**config.mk**
```make
export PLATFORM = sky130hd
export DESIGN_NAME = mem_ctrl_param
export DESIGN_NICKNAME = d
export VERILOG_FILES = /design/src/rtl/mem_ctrl_param.sv
export SDC_FILE = /design/constraint.sdc
export NUM_CORES = 1
export LEC_CHECK = 0
export CORE_MARGIN = 2
export CORE_UTILIZATION = 55
export DETAILED_ROUTE_END_ITERATION = 8
export PLACE_DENSITY_LB_ADDON = 0.15
export SLEW_MARGIN = 10
export SYNTH_ARGS = -nofsm -noshare
export SYNTH_HDL_FRONTEND = slang
export SYNTH_SLANG_ARGS = --single-unit
```
**constraint.sdc**
```tcl
create_clock -name clk -period 4 [get_ports clk]
set_clock_uncertainty 0.1 [all_clocks]
set_input_delay 0.6 -clock clk [delete_from_list [all_inputs] [get_ports clk]]
set_output_delay 0.6 -clock clk [all_outputs]
set_load 0.01 [all_outputs]
```
**src/rtl/mem_ctrl_param.sv**
```systemverilog
// rtl/mem_ctrl_param.sv - parametrised single-port word memory controller, fixed latency, valid/ready
// Optional byte-strobe writes: define MEMCTRL_WSTRB_EN (otherwise every write updates the full word).
module mem_ctrl_param #(
  parameter int DATA_W  = 32,
  parameter int ADDR_W  = 24,
  parameter int DEPTH   = 16,
  parameter int LATENCY = 4
) (
  input  logic                  clk,
  input  logic                  rst,
  input  logic                  req_valid,
  output logic                  req_ready,
  input  logic [ADDR_W-1:0]     req_addr,
  input  logic                  req_we,
  input  logic [DATA_W-1:0]     req_wdata,
  input  logic [DATA_W/8-1:0]   req_wstrb,
  output logic                  resp_valid,
  input  logic                  resp_ready,
  output logic [DATA_W-1:0]     resp_rdata,
  output logic                  resp_err
);

  localparam int STRB_W = DATA_W / 8;
  localparam int OFF_W  = $clog2(STRB_W);
  localparam int IDX_W  = ADDR_W - OFF_W;
  localparam int MEM_AW = $clog2(DEPTH);
  localparam int CNT_W  = $clog2(LATENCY + 1);

  typedef enum logic [1:0] {IDLE, WAIT, RESP} state_t;

  state_t              state;
  logic [CNT_W-1:0]    cnt;
  logic [ADDR_W-1:0]   lat_addr;
  logic                lat_we;
  logic [DATA_W-1:0]   lat_wdata;
  logic [STRB_W-1:0]   lat_wstrb;
  logic [DATA_W-1:0]   mem [DEPTH];

  logic [ADDR_W-1:0]   c_addr;
  logic                c_we;
  logic [DATA_W-1:0]   c_wdata;
  logic [STRB_W-1:0]   c_wstrb;
  logic [STRB_W-1:0]   c_be;
  logic [IDX_W-1:0]    c_idx;
  logic                c_in_range;
  logic                complete;
  logic                unused_bits;

  assign req_ready = (state == IDLE);

  // With LATENCY==1 completion happens on the accepting edge, before the latches hold the request.
  always_comb begin
    c_addr  = lat_addr;
    c_we    = lat_we;
    c_wdata = lat_wdata;
    c_wstrb = lat_wstrb;
    if (state == IDLE) begin
      c_addr  = req_addr;
      c_we    = req_we;
      c_wdata = req_wdata;
      c_wstrb = req_wstrb;
    end
  end

`ifdef MEMCTRL_WSTRB_EN
  assign c_be = c_wstrb;
`else
  assign c_be = '1;
`endif

  assign c_idx       = c_addr[ADDR_W-1:OFF_W];
  assign c_in_range  = ({1'b0, c_idx} < (IDX_W + 1)'(DEPTH));
  assign complete    = ((state == IDLE) && req_valid && (LATENCY == 1)) ||
                       ((state == WAIT) && (cnt == CNT_W'(LATENCY - 1)));
  assign unused_bits = ^{c_addr, c_wstrb};

  always_ff @(posedge clk) begin
    if (!rst && complete && c_we && c_in_range) begin
      for (int b = 0; b < STRB_W; b++) begin
        if (c_be[b]) mem[c_idx[MEM_AW-1:0]][b*8 +: 8] <= c_wdata[b*8 +: 8];
      end
    end
  end

  always_ff @(posedge clk) begin
    if (rst) begin
      state      <= IDLE;
      cnt        <= '0;
      resp_valid <= 1'b0;
      resp_rdata <= '0;
      resp_err   <= 1'b0;
    end else begin
      case (state)
        IDLE: begin
          if (req_valid) begin
            lat_addr  <= req_addr;
            lat_we    <= req_we;
            lat_wdata <= req_wdata;
            lat_wstrb <= req_wstrb;
            cnt       <= CNT_W'(1);
            state     <= (LATENCY == 1) ? RESP : WAIT;
          end
        end
        WAIT: begin
          cnt <= cnt + CNT_W'(1);
          if (complete) state <= RESP;
        end
        RESP: begin
          if (resp_ready) begin
            resp_valid <= 1'b0;
            resp_rdata <= '0;
            resp_err   <= 1'b0;
            cnt        <= '0;
            state      <= IDLE;
          end
        end
        default: state <= IDLE;
      endcase

      if (complete) begin
        resp_valid <= 1'b1;
        resp_err   <= !c_in_range;
        resp_rdata <= (!c_we && c_in_range) ? mem[c_idx[MEM_AW-1:0]] : '0;
      end
    end
  end

endmodule

```
* Word level (Yosys, flattened, before mapping)
Memories as Yosys holds them, arrays and structs flattened. Cells that the tools add are included.
Word-level totals: memory bits (writable) 512, word-level logic and storage cells 54, flip-flop bits (word level) 96, memories kept 1, output and inout bits 35, bits of input ports 65
Memories:
- mem | words 16, width 32, read ports 1, clocked after Yosys merged registers in 0, wr ports 1, line 37 | logic [DATA_W-1:0] mem [DEPTH];
Cells by class: add/sub/neg operators 1, reduce and logical (&&, ||, !) cells 16, eq/ne operators 6, mux-type cells 20, bitwise operators 1, magnitude comparators 1
Operators with widths (number):
- $mux 32 | 5
- $mux 24 | 1
- $lt 22x5->1 const B | 1
- $pmux 3 s3 | 1
- $reduce_and 3->1 | 3
- $mux 1 | 7
- $mux 2 | 3
- $mux 3 | 2
- $ne 2x2->1 const B | 3
- $pmux 2 s3 | 1
- $logic_and 1x1->1 | 5
- $reduce_bool 2->1 | 2
- $add 3x1->3 const B | 1
- $eq 3x2->1 const B | 1
- $logic_not 1->1 | 3
- $reduce_bool 3->1 | 1
- $eq 2x1->1 const B | 1
- $eq 2x2->1 const B | 1
- $logic_not 2->1 | 1
- $reduce_and 2->1 | 1
- $not 1->1 | 1

* Depth between registers and ports, before layout
depth in word-level cells 7, gate-level depth with buffers 10, depth with buffers taken out 7

* Least setup slack after synthesis
Ideal clock, no wire load.
kind reg2reg, start reg state[0], end mem mem[0][0], enable pin, path buffers 3, path slack 212 ps, stages on the path, launching flop included 9, period minus slack after synthesis 3788 ps, arrival 3267 ps, library setup time 421 ps, required time 3479 ps, cells stage by stage dfxtp_1 > inv_1 > ha_1 > buf_4 > or3_1 > and2_1 > clkbuf_1 > buf_2 > nor2_1
On the way: elaborated cells on any way between the ends 11, classes of those cells order compare (1); eq/ne (1); mux (4); reduce/logical (5)
RTL lines:
- from (decl) | line 31 | state_t state;
- from (signal assigned) | line 101 | state <= (LATENCY == 1) ? RESP : WAIT;
- $logic_not 2->1 (*)
- named net req_ready | line 12 | output logic req_ready,
- $mux 24 or $mux 1 (tied branches) | line 57 | if (state == IDLE) begin
- $lt 22x5->1 or $logic_and 1x1->1 (tied branches) | line 72, 78
- $logic_and 1x1->1 | line 78 | if (!rst && complete && c_we && c_in_range) begin
- $mux 1 | line 78
- $mux 1 (not written as such) | line 80 | if (c_be[b]) mem[c_idx[MEM_AW-1:0]][b*8 +: 8] <= c_wdata[b*8 +: 8];
- to (decl) | line 37
The timed path passes the listed nets; every way through them passes the cells marked *.

* Final worst setup path
start reg state[0], end reg resp_rdata[30]
On the way: word-level cells in the longest chain between the ends 6, elaborated cells on any way between the ends 15, classes of those cells order compare (1); eq/ne (2); mux (4); reduce/logical (7); memory (1)
Ends and longest elaborated chain:
- $logic_not 2->1 | line 57
- $mux 24 or $mux 1 (tied branches) | line 57
- $lt 22x5->1 or $logic_not 1->1 (tied branches) | line 72, 123
- $logic_and 1x1->1 | line 123 | resp_rdata <= (!c_we && c_in_range) ? mem[c_idx[MEM_AW-1:0]] : '0;
- $mux 32 | line 123
- $mux 32 | line 120 | if (complete) begin
- to (signal assigned) | line 123
- to (decl) | line 19 | output logic [DATA_W-1:0] resp_rdata,
Parallel ways exist; a longest one is shown, timed or not. A chain may end at the register's enable or synchronous reset.

==> metrics.cfg <==
[logic_synthesis]
synth_compound_area_share_pct=4.94
synthMuxAreaShare_pct=10.3
synth_area_leaders=edfxtp_1 (71%), mux2i_1 (7.2%), dfxtp_1 (3.2%), nand2_1 (3.1%), mux2_2 (1.6%)
synth-seq-cells=606
synth_nets=1577
synth_fa_ha_area_share_pct=0.311
yosys.area.top_type=edfxtp_1
synthDistinctLibCells=47
synthFlopType=edfxtp_1
synth_seq_area_share_pct=73.9
synth_top_cell_area_share_pct=70.6
synthSimpleGateAreaFrac_pct=8.43
yosysWarnings=0
synth_top_family_by_area=multiplexers
async_flop_share_pct=0
netlist_area_um2=24100
synth_edf_count=567
syn_avg_cell_area_um2=16.0
synthCells=1506
synthXorXnorAreaFrac_pct=0

[sta]
maxSlewViolCount=0
tightest_slew_ns=1.19
slew-limit-headroom_pct=20.7
fmaxAchievable_mhz=288
post-route-period-util_pct=86.8
setup_tns_ns=0
finalSetupViolCount=0
hold_violations=0
rsz0062_at_grt=no
timing.final.ws_setup_ns=0.527
fin_crit_ns=3.47

[clock_tree]
cts.path.max_buffers=3
clockRootBuffer=clkbuf_16
cts_tree=done
numCtsBuffers=59
cts.sinks=606
cts_hold_buf=0
clk_latency_ns=0.62
clk_pin_slew_worst_paths_ns=0.06
htree_levels=2
ctsResizeCount=0
cts_setup_buffers=0

[cells_and_area]
final_common_cell=edfxtp_1
antenna_cells=0
post_route_cells_drive_above_1_share_pct=13.8
area_delta_synth_final_pct=16.2
fin_cells=2269
final_area_um2=28000
layout_common_cells=edfxtp_1 (567), nand2_1 (198), mux2i_1 (173)
finalNetCount=1704

[pwr]
switching_share_pct=24.4
seq_power_share_pct=49.2
p_leak_uw=0.00940
p_switching_uw=3580
power_frac_comb_pct=13.5
power_density_nw_per_um2=524
power_frac_clock_pct=37.3
total_power_uw=14700
intPower_uw=11100
peakVddDrop_mv=0.429

[worst_setup_path]
worstSetupEndpoint=resp_rdata[30]
critPathRequiredTime_ns=4.37
startpoint_type=flop
timing.rr.start=state[0]
crit_type=reg -> reg
worstSetupStartpoint=state[0]
cp-end-kind=flop
cp.arrival_ns=3.85
r2r_cells=9
rr_endpoint=resp_rdata[30]
r2r_slack_ns=0.53
worstPathMaxFanout=75

[grt]
grt_max_degree=76
grt_overflow=0
antenna_found_initial=0
grt_pass1_wl_um=81900
grt_usage_pct=24.6
grt_pass1_vias=13600

[floorplan]
placementRows=76
coreArea_um2=43200
io_pins=100
initial_core_util_pct=55.8
die-area_um2=45500
die_w_um=213
die_height_um=213

[route]
dr_total_vias=13736
drcViolationCount=0
routed_via_density=6.05
dr.pass1.iters=7
wirelength_um=54800
wire_per_inst_um=24.2
final_antenna_net_count=0
first_iter_violations=1170

[placement]
port_buffers=93
place_area_um2=26100
dpl.hpwl_um=31400
placedCellCount=2157
place_ws_ns=0.623
gp_congestion=0.767

[hold_path]
hold_path_class=reg -> reg

[outcome]
status=finished clean

[run]
drv_cap=0

stage by stage:
stage	hold slack, ns	util (%)
2_1_floorplan	0.346	-
4_1_cts	0.361	64.9
3_5_place_dp	0.350	60.4
5_1_grt	0.390	64.9
6_report	0.358	64.9
3_3_place_gp	0.339	60.4
cells in the mapped netlist, drive strengths merged, types with 4 or more instances:
master / count
buf: 44
nand2b: 4
clkbuf: 50
nor3: 4
nor4: 19
nand3: 60
o22ai: 27
a32oi: 26
nor4bb: 24
nor2b: 4
mux2: 34
inv: 5
mux2i: 175
o31ai: 33
ha: 6
edfxtp: 567
nand4: 5
nor2: 57
o2111ai: 14
nor4b: 25
mux4: 15
a21oi: 37
o21ai: 10
nand2: 198
dfxtp: 39
o2111a: 12
metal layers:
layer	up-vias	part of all wire [%]	global-route usage, %
met5	-	0	0
met4	0	2.5	7.71
met3	101	6.0	3.27
met2	438	49	41.4
met1	7039	42	33.7
li1	6158	-	-
cell type report:
| class | count | area [µm²] |
|---|---|---|
| Fill cell | 3114 | 15200 |
| Clock buffer | 82 | 1630 |
| Timing Repair Buffer | 160 | 1570 |
| Tap cell | 585 | 732 |
| Sequential cell | 606 | 17800 |
| Clock inverter | 30 | 290 |
| Inverter | 5 | 18.8 |
| Multi-Input combinational cell | 801 | 5970 |
state kept, by name, indices dropped and copies added, names as in the netlist:
| name | cells |
|---|---|
| resp_rdata | 32 |
| lat_wdata | 32 |
| cnt | 3 |
| lat_addr | 22 |
| state | 2 |
| mem | 512 |
| lat_we | 1 |
| resp_err | 1 |
| resp_valid | 1 |
how the worst min path moves through the flow:
stage / start / end / slack (ns) / depth (start not counted)
2_1_floorplan: cnt[2] / cnt[2] / 0.35 / 2
3_3_place_gp: resp_rdata[3] / resp_rdata[3] / 0.34 / 2
3_5_place_dp: resp_rdata[5] / resp_rdata[5] / 0.35 / 2
4_1_cts: resp_rdata[7] / resp_rdata[7] / 0.36 / 2
5_1_grt: resp_rdata[16] / resp_rdata[16] / 0.39 / 2
6_report: resp_rdata[7] / resp_rdata[7] / 0.36 / 2
worst max-delay path: stages, from the launching register on:
cell and delay, ns:
dfxtp_1 0.39, inv_1 0.11, ha_4 0.36, buf_12 0.29, nor2b_1 0.94, a32oi_1 0.32, buf_4 0.30, o2111a_1 0.28
o22ai_1 0.14, o31ai_1 0.08
logic make-up (layout without fill, tap and decap cells):
| family | after synthesis | in the layout |
|---|---|---|
| buffers and inverters | 99 | 277 |
| AOI/OAI and AO/OA | 160 | 160 |
| and+or+nand+nor | 411 | 411 |
| DFF | 606 | 606 |
| adders and majority gates | 6 | 6 |
| muxes | 224 | 224 |
power by group through the flow:
stage                     combinational, µW  clock, µW  sequential (µW)
after floorplan                        1370          0             7350
after global routing                   2140       5800             7230
after detailed placement               1980          0             7360
after CTS                              1990       5560             7230
after global placement                 1940          0             7360
final                                  1980       5480             7230
Note: power is estimated with default switching activity, not from simulation.
